`src/rtl/wisc_instr_encoder_if.sv`:
```
// Bus bundle for wisc_instr_encoder: request side, memory write side and status.
// master drives requests and mem_ready; slave is the encoder itself.
interface wisc_instr_encoder_if #(
   parameter int ADDR_W = 16
);
   logic              start;
   logic [ADDR_W-1:0] base_addr;
   logic              in_valid;
   logic              in_ready;
   logic [4:0]        in_op;
   logic [2:0]        in_rs;
   logic [2:0]        in_rt;
   logic [2:0]        in_rd;
   logic [1:0]        in_func;
   logic [10:0]       in_imm;
   logic              mem_wr_en;
   logic              mem_ready;
   logic [ADDR_W-1:0] mem_addr;
   logic [15:0]       mem_data;
   logic              err;
   logic              done;

   modport master (
      output start, base_addr, in_valid, in_op, in_rs, in_rt, in_rd, in_func, in_imm, mem_ready,
      input  in_ready, mem_wr_en, mem_addr, mem_data, err, done
   );

   modport slave (
      input  start, base_addr, in_valid, in_op, in_rs, in_rt, in_rd, in_func, in_imm, mem_ready,
      output in_ready, mem_wr_en, mem_addr, mem_data, err, done
   );
endinterface

```
`src/rtl/wisc_instr_encoder.sv`:
```
// Encodes field-level WISC instruction requests into 16-bit words, buffers them in a
// small FIFO and writes them to instruction memory at consecutive byte addresses.
module wisc_instr_encoder #(
   parameter int ADDR_W     = 16,
   parameter int FIFO_DEPTH = 4
) (
   input  logic                 clk,
   input  logic                 rst_n,
   wisc_instr_encoder_if.slave  bus
);
   localparam int PTR_W = $clog2(FIFO_DEPTH);
   localparam int CNT_W = PTR_W + 1;
   localparam logic [CNT_W-1:0] DEPTH_C = CNT_W'(FIFO_DEPTH);
   localparam logic [CNT_W-1:0] ONE_C   = CNT_W'(1);

   typedef enum logic [1:0] {S_IDLE, S_RUN, S_DRAIN, S_HALTED} state_t;

   state_t            r_state;
   state_t            w_state_nxt;
   logic [15:0]       r_mem [FIFO_DEPTH];
   logic [PTR_W-1:0]  r_wr_ptr;
   logic [PTR_W-1:0]  r_rd_ptr;
   logic [CNT_W-1:0]  r_count;
   logic [ADDR_W-1:0] r_addr;
   logic              r_err;

   logic        w_full;
   logic        w_empty;
   logic        w_accept;
   logic        w_push;
   logic        w_pop;
   logic        w_bad;
   logic [15:0] w_word;
   logic        w_s5_ok;
   logic        w_u5_ok;
   logic        w_s8_ok;
   logic        w_u8_ok;

   assign w_full   = (r_count == DEPTH_C);
   assign w_empty  = (r_count == '0);
   assign w_accept = bus.in_valid && bus.in_ready;
   assign w_push   = w_accept && !w_bad;
   assign w_pop    = !w_empty && bus.mem_ready;

   // Range checks: the upper immediate bits must be a pure sign or zero extension.
   assign w_s5_ok = (&bus.in_imm[10:4]) || !(|bus.in_imm[10:4]);
   assign w_u5_ok = !(|bus.in_imm[10:5]);
   assign w_s8_ok = (&bus.in_imm[10:7]) || !(|bus.in_imm[10:7]);
   assign w_u8_ok = !(|bus.in_imm[10:8]);

   always_comb begin
      w_word = '0;
      w_bad  = 1'b0;
      casez (bus.in_op)
         5'b000??: w_word = {bus.in_op, 11'b0};
         5'b00100, 5'b00110: w_word = {bus.in_op, bus.in_imm};
         5'b011??, 5'b11000, 5'b00101, 5'b00111: begin
            w_word = {bus.in_op, bus.in_rs, bus.in_imm[7:0]};
            w_bad  = !w_s8_ok;
         end
         5'b10010: begin
            w_word = {bus.in_op, bus.in_rs, bus.in_imm[7:0]};
            w_bad  = !w_u8_ok;
         end
         5'b01000, 5'b01001, 5'b10000, 5'b10001, 5'b10011: begin
            w_word = {bus.in_op, bus.in_rs, bus.in_rd, bus.in_imm[4:0]};
            w_bad  = !w_s5_ok;
         end
         5'b01010, 5'b01011, 5'b101??: begin
            w_word = {bus.in_op, bus.in_rs, bus.in_rd, bus.in_imm[4:0]};
            w_bad  = !w_u5_ok;
         end
         5'b11001: w_word = {bus.in_op, bus.in_rs, 3'b000, bus.in_rd, 2'b00};
         5'b11010, 5'b11011, 5'b111??: w_word = {bus.in_op, bus.in_rs, bus.in_rt, bus.in_rd, bus.in_func};
         default: w_bad = 1'b1;
      endcase
   end

   always_ff @(posedge clk or negedge rst_n) begin
      if (!rst_n) begin
         r_state <= S_IDLE;
      end else begin
         r_state <= w_state_nxt;
      end
   end

   // DRAIN ends on the same edge that pops the last word, so done follows the HALT pop directly.
   always_comb begin
      w_state_nxt = r_state;
      if (bus.start) begin
         w_state_nxt = S_RUN;
      end else begin
         case (r_state)
            S_RUN:   if (w_push && (bus.in_op == 5'b00000)) w_state_nxt = S_DRAIN;
            S_DRAIN: if (w_empty || (w_pop && (r_count == ONE_C))) w_state_nxt = S_HALTED;
            default: w_state_nxt = r_state;
         endcase
      end
   end

   always_ff @(posedge clk or negedge rst_n) begin
      if (!rst_n) begin
         for (int unsigned i = 0; i < FIFO_DEPTH; i++) r_mem[i] <= '0;
         r_wr_ptr <= '0;
         r_rd_ptr <= '0;
         r_count  <= '0;
         r_addr   <= '0;
         r_err    <= 1'b0;
      end else begin
         r_err <= w_accept && w_bad;
         if (bus.start) begin
            r_wr_ptr <= '0;
            r_rd_ptr <= '0;
            r_count  <= '0;
            r_addr   <= bus.base_addr;
         end else begin
            if (w_push) begin
               r_mem[r_wr_ptr] <= w_word;
               r_wr_ptr        <= r_wr_ptr + 1'b1;
            end
            if (w_pop) begin
               r_rd_ptr <= r_rd_ptr + 1'b1;
               r_addr   <= r_addr + ADDR_W'(2);
            end
            case ({w_push, w_pop})
               2'b10:   r_count <= r_count + 1'b1;
               2'b01:   r_count <= r_count - 1'b1;
               default: r_count <= r_count;
            endcase
         end
      end
   end

   assign bus.in_ready  = (r_state == S_RUN) && !w_full;
   assign bus.mem_wr_en = !w_empty;
   assign bus.mem_data  = w_empty ? '0 : r_mem[r_rd_ptr];
   assign bus.mem_addr  = r_addr;
   assign bus.err       = r_err;
   assign bus.done      = (r_state == S_HALTED);
endmodule

```
`src/flat_wrapper.sv`:
```
// flat-port wrapper written by rule: the top's interface ports become plain ports
module wisc_instr_encoder_flat 
#(
   parameter int ADDR_W     = 16,
   parameter int FIFO_DEPTH = 4
)
  (clk, rst_n, bus_start, bus_base_addr, bus_in_valid, bus_in_op, bus_in_rs, bus_in_rt, bus_in_rd, bus_in_func, bus_in_imm, bus_mem_ready, bus_in_ready, bus_mem_wr_en, bus_mem_addr, bus_mem_data, bus_err, bus_done);
  wisc_instr_encoder_if #(.ADDR_W(ADDR_W)) bus_i ();
  input  logic clk;
  input  logic rst_n;
  input wire logic [$bits(bus_i.start)-1:0] bus_start;
  input wire logic [$bits(bus_i.base_addr)-1:0] bus_base_addr;
  input wire logic [$bits(bus_i.in_valid)-1:0] bus_in_valid;
  input wire logic [$bits(bus_i.in_op)-1:0] bus_in_op;
  input wire logic [$bits(bus_i.in_rs)-1:0] bus_in_rs;
  input wire logic [$bits(bus_i.in_rt)-1:0] bus_in_rt;
  input wire logic [$bits(bus_i.in_rd)-1:0] bus_in_rd;
  input wire logic [$bits(bus_i.in_func)-1:0] bus_in_func;
  input wire logic [$bits(bus_i.in_imm)-1:0] bus_in_imm;
  input wire logic [$bits(bus_i.mem_ready)-1:0] bus_mem_ready;
  output wire logic [$bits(bus_i.in_ready)-1:0] bus_in_ready;
  output wire logic [$bits(bus_i.mem_wr_en)-1:0] bus_mem_wr_en;
  output wire logic [$bits(bus_i.mem_addr)-1:0] bus_mem_addr;
  output wire logic [$bits(bus_i.mem_data)-1:0] bus_mem_data;
  output wire logic [$bits(bus_i.err)-1:0] bus_err;
  output wire logic [$bits(bus_i.done)-1:0] bus_done;
  assign bus_i.start = bus_start;
  assign bus_i.base_addr = bus_base_addr;
  assign bus_i.in_valid = bus_in_valid;
  assign bus_i.in_op = bus_in_op;
  assign bus_i.in_rs = bus_in_rs;
  assign bus_i.in_rt = bus_in_rt;
  assign bus_i.in_rd = bus_in_rd;
  assign bus_i.in_func = bus_in_func;
  assign bus_i.in_imm = bus_in_imm;
  assign bus_i.mem_ready = bus_mem_ready;
  assign bus_in_ready = bus_i.in_ready;
  assign bus_mem_wr_en = bus_i.mem_wr_en;
  assign bus_mem_addr = bus_i.mem_addr;
  assign bus_mem_data = bus_i.mem_data;
  assign bus_err = bus_i.err;
  assign bus_done = bus_i.done;
  wisc_instr_encoder #(.ADDR_W(ADDR_W), .FIFO_DEPTH(FIFO_DEPTH)) u_core (.clk(clk), .rst_n(rst_n), .bus(bus_i));
endmodule
```
`config.mk`:
```
export PLATFORM = sky130hd
export DESIGN_NAME = wisc_instr_encoder_flat
export DESIGN_NICKNAME = d
export VERILOG_FILES = /design/src/rtl/wisc_instr_encoder_if.sv /design/src/rtl/wisc_instr_encoder.sv /design/src/flat_wrapper.sv
export SDC_FILE = /design/constraint.sdc
export NUM_CORES = 1
export LEC_CHECK = 0
export CORE_ASPECT_RATIO = 1.75
export CORE_MARGIN = 2
export CORE_UTILIZATION = 41
export CTS_CLUSTER_SIZE = 16
export DETAILED_ROUTE_END_ITERATION = 7
export GPL_TIMING_DRIVEN = 0
export SLEW_MARGIN = 10
export SYNTH_ARGS = -nofsm -noshare
export SYNTH_HDL_FRONTEND = slang
export SYNTH_SLANG_ARGS = --single-unit
```
`constraint.sdc`:
```
create_clock -name clk -period 3.4 [get_ports clk]
set_clock_uncertainty 0.15 [all_clocks]
set_input_delay 1.02 -clock clk [delete_from_list [all_inputs] [get_ports clk]]
set_output_delay 1.02 -clock clk [all_outputs]
set_load 0.02 [all_outputs]
```
==> results.rst <==
.. list-table::
   :header-rows: 1

   * - Metric
     - Value
   * - Outcome
     - finished clean
   * - Shortest period the worst path allows
     - 3.32 ns
   * - Synthesized area per cell
     - 12.8 um2
   * - Via count of the first global-routing pass
     - 3679
   * - Tcrit/Tclk final
     - 0.978
   * - Count of final max-slew check failures
     - 0
   * - Synthesis Warnings
     - 0
   * - TritonCTS clock tree
     - built
   * - Minimum setup slack in the final design
     - 0.0762 ns
   * - Arrival @ worst endpoint
     - 3.40 ns
   * - Violation count after the first detailed-routing iteration
     - 119
   * - Ratio of routed vias to standard cells
     - 5.42
   * - Seq/Total Area, Yosys
     - 0.456
   * - Number of failing hold endpoints at the final stage
     - 0
   * - Average wire per cell in the routed design
     - 19.1 um
   * - Synthesized net count
     - 444
   * - Detailed Route WL
     - 12300 um
   * - Clock sink count
     - 90
   * - Power, Total
     - 4.39 mW
   * - F_max
     - 0.301 GHz
   * - 1st-pass router iterations
     - 4
   * - Number of levels the H-tree was split into
     - 3
   * - Worst hold path class
     - flop to flop
   * - Slew headroom
     - 0.535
   * - CTS clock-pin slew for the worst setup and hold paths
     - 0.06 ns
   * - Gr usage total
     - 0.197
   * - Initial antenna violation count
     - 0
   * - Placed instance count
     - 606
   * - Fraction of layout cells with a size suffix above 1
     - 0.302
   * - Final layout net count
     - 558
   * - Static power due to leakage
     - 3.01 nW
   * - Total of max-cap violations
     - 0
   * - Ranking of synthesized cells by area
     - sky130_fd_sc_hd__dfrtp_1 (46%), sky130_fd_sc_hd__mux2_4 (12%), sky130_fd_sc_hd__mux4_2 (7.3%)
   * - IO Port Bufs
     - 81
   * - Number of cell rows
     - 53
   * - Combinational share of power
     - 0.413
   * - Netlist area before placement
     - 0.00494 mm2
   * - Switching power total
     - 1.38 mW
   * - Sw Share
     - 0.314
   * - Number of flip-flops and latches in the synthesized netlist
     - 90
   * - Number of flops mapped to enable cells by yosys
     - 0
   * - Overall die area
     - 0.0130 mm2
   * - Width of the chip
     - 86.9 um
   * - Maximum number of pins on one net before global-route repair
     - 66
   * - DIE HEIGHT
     - 149 um
   * - Placeable core area
     - 0.0119 mm2
   * - Clock share of power
     - 0.227
   * - Area overhead of the layout relative to synthesis
     - 32.4%
   * - Most instantiated flip-flop cell in the synthesis netlist
     - sky130_fd_sc_hd__dfrtp_1
   * - Number of vias after detailed routing
     - 3472
   * - Effective utilization at floorplan
     - 0.416
   * - Clock latency at the later pin of the worst-skew pair
     - 0.34 ns
   * - Worst slack after detailed placement
     - -0.859 ns
   * - Dpl hpwl
     - 8540 um
   * - Post-route setup TNS
     - 0 ns
   * - Filler Cell Count
     - 1009
   * - Post-synthesis cell count
     - 387
   * - Synth cell count leaders
     - sky130_fd_sc_hd__dfrtp_1 (90), sky130_fd_sc_hd__mux2_4 (40), sky130_fd_sc_hd__nand2_1 (31), sky130_fd_sc_hd__mux2_2 (26), sky130_fd_sc_hd__o21ai_0 (21)
   * - Largest area contributor in the synthesized netlist
     - sky130_fd_sc_hd__dfrtp_1
   * - Data required time at the worst endpoint
     - 3.48 ns
   * - Internal Power
     - 3.01 mW
   * - Worst voltage drop across the vdd grid
     - 0.334 mV
   * - CP Launch Type
     - input port
   * - Post-route insts no fill
     - 641
   * - Routed Antenna Nets
     - 0
   * - CTS Buf Count
     - 9
   * - CP endpoint kind
     - flop
   * - Critical path class
     - input port to flop
   * - Setup violations, final
     - 0
   * - Library cell with the highest instance count after synthesis
     - sky130_fd_sc_hd__dfrtp_1
   * - N_diodes
     - 0
   * - Measured slew at the worst slew-check pin
     - 0.697 ns
   * - Clock root buffer
     - sky130_fd_sc_hd__clkbuf_16
   * - Biggest fanout along the worst timing path
     - 6
   * - Post-route worst hold slack
     - 0.355 ns
   * - Routability Congestion
     - 0.873
   * - Async set-reset flop share out of synthesis
     - 1.00
   * - Areal power density over the cells
     - 671 mW/mm2
   * - Detailed-route DRC error count
     - 0
   * - Portion of synthesized cell area occupied by the leading cell type
     - 0.456
   * - Buffers from clock root to sink, at most
     - 2
   * - Distinct cells, synth
     - 44
   * - Number of placed I/O pins
     - 84
   * - Leftover overflow at the end of global routing
     - 0
   * - Global-route wire length before repair
     - 19500 um
   * - Sequential power share
     - 0.360
## final timing paths
kind | from | endpoint | slack, ns | depth (start not counted)
min in group asynchronous | rst_n | u_core.r_mem[59] | 0.45 | 1
min reg2reg | u_core.r_mem[33] | u_core.r_mem[33] | 0.35 | 1
max in group asynchronous | rst_n | u_core.r_rd_ptr[0] | 1.99 | 2
max | bus_in_op[0] | u_core.r_count[2] | 0.08 | 9
min | u_core.r_mem[33] | u_core.r_mem[33] | 0.35 | 1
max reg2reg | u_core.r_count[0] | u_core.r_mem[47] | 0.64 | 10
## stage by stage
| step | instance area (um2) | utilization |
|---|---|---|
| 3_3_place_gp | 5930 | 0.500 |
| 2_1_floorplan | 4950 | - |
| 3_5_place_dp | 5960 | 0.502 |
| 4_1_cts | 6450 | 0.544 |
| 5_1_grt | 6540 | 0.551 |
| 6_report | 6540 | 0.551 |
## flip-flops by register name, indices dropped and copies added, names as in the netlist
| signal | cells |
|---|---|
| u_core.r_wr_ptr | 2 |
| u_core.bus.err | 1 |
| u_core.r_state | 2 |
| u_core.r_rd_ptr | 2 |
| u_core.bus.mem_addr | 16 |
| u_core.r_count | 3 |
| u_core.r_mem | 64 |
## worst max-delay path, stage by stage
cell                              delay, ns
sky130_fd_sc_hd__clkdlybuf4s50_1       0.51
sky130_fd_sc_hd__or3_1                 0.45
sky130_fd_sc_hd__o32a_1                0.21
sky130_fd_sc_hd__o221a_4               0.28
sky130_fd_sc_hd__nand3_2               0.10
sky130_fd_sc_hd__buf_12                0.14
sky130_fd_sc_hd__buf_4                 0.15
sky130_fd_sc_hd__mux2i_1               0.20
sky130_fd_sc_hd__mux2_2                0.35
## kinds of logic after synthesis
logic type               after synthesis  share of synthesized area
AO/OA/AOI/OAI                         48                     0.0667
XOR/XNOR                              21                     0.0373
adder cells (fa/ha/maj)                9                     0.0228
buffers and inverters                 30                     0.0355
flip-flops                            90                      0.456
multiplexers                          85                      0.260
AND/OR/NAND/NOR                      104                      0.121
## power groups by stage
stage | Sequential [mW] | Clock (mW) | Combinational [mW]
3_5_place_dp | 1.57 | 0 | 1.83
5_1_grt | 1.61 | 1.06 | 1.95
6_report | 1.58 | 0.997 | 1.81
2_1_floorplan | 1.54 | 0 | 1.20
3_3_place_gp | 1.56 | 0 | 1.80
4_1_cts | 1.60 | 1.02 | 1.79
## per-layer routing
metal | part of all wire | routed length [um] | GRT usage
met3 | 0.035 | 424 | 0.0338
met4 | 0.021 | 258 | 0.0703
met5 | 0 | 0 | 0
met2 | 0.54 | 6570 | 0.345
met1 | 0.41 | 5000 | 0.239
## timing repair
| item | 4_1_cts | 5_1_grt |
|---|---|---|
| buffers inserted | 16 | 5 |
| endpoints found under the hold margin | 0 | 0 |
| cloned | 2 | 0 |
| hold buffers | 0 | 0 |
| gates resized for setup | 51 | 20 |
| pin swaps | 7 | 4 |
| setup endpoints to repair | 81 | 78 |
## cells in the final DEF (no fill, tap or decap), types with 3 or more instances in the layout
cell                              Yosys  routed
sky130_fd_sc_hd__dfrtp_1             90      88
sky130_fd_sc_hd__clkdlybuf4s50_1      0      58
sky130_fd_sc_hd__mux2_4              40      40
sky130_fd_sc_hd__nand2_1             31      31
sky130_fd_sc_hd__mux2_2              26      26
sky130_fd_sc_hd__o21ai_0             21      21
sky130_fd_sc_hd__buf_4                0      20
sky130_fd_sc_hd__and2_1              20      20
sky130_fd_sc_hd__mux4_2              16      16
sky130_fd_sc_hd__nor2_1              14      14
sky130_fd_sc_hd__xor2_1              12      12
sky130_fd_sc_hd__dlygate4sd2_1        0      12
sky130_fd_sc_hd__xnor2_1              9       9
sky130_fd_sc_hd__ha_1                 9       9
sky130_fd_sc_hd__clkbuf_16            0       9
sky130_fd_sc_hd__inv_1                8       8
sky130_fd_sc_hd__clkbuf_1            16       8
sky130_fd_sc_hd__a22o_1               8       8
sky130_fd_sc_hd__nand3_1              6       6
sky130_fd_sc_hd__nor2b_1              6       6
sky130_fd_sc_hd__buf_6                1       6
sky130_fd_sc_hd__dlymetal6s2s_1       0       6
sky130_fd_sc_hd__nand4_1              5       5
sky130_fd_sc_hd__a21oi_1              5       5
sky130_fd_sc_hd__buf_12               2       4
sky130_fd_sc_hd__nor3b_4              4       4
sky130_fd_sc_hd__and3_1               4       4
sky130_fd_sc_hd__clkbuf_8             0       3
sky130_fd_sc_hd__buf_8                2       3
sky130_fd_sc_hd__a221o_1              3       3
sky130_fd_sc_hd__mux2i_1              3       3
sky130_fd_sc_hd__buf_16               0       3
## cell type report
cell class	instances	area, um2	area share
Multi-Input combinational cell	267	2530	0.387
Sequential cell	90	2260	0.345
Timing Repair Buffer	105	1070	0.163
Clock buffer	11	253	0.0387
Buffer	20	186	0.0285
Tap cell	137	171	0.0262
Clock inverter	3	40.0	0.00612
Inverter	8	30.0	0.00459
Power figures use the tool's default switching activity.
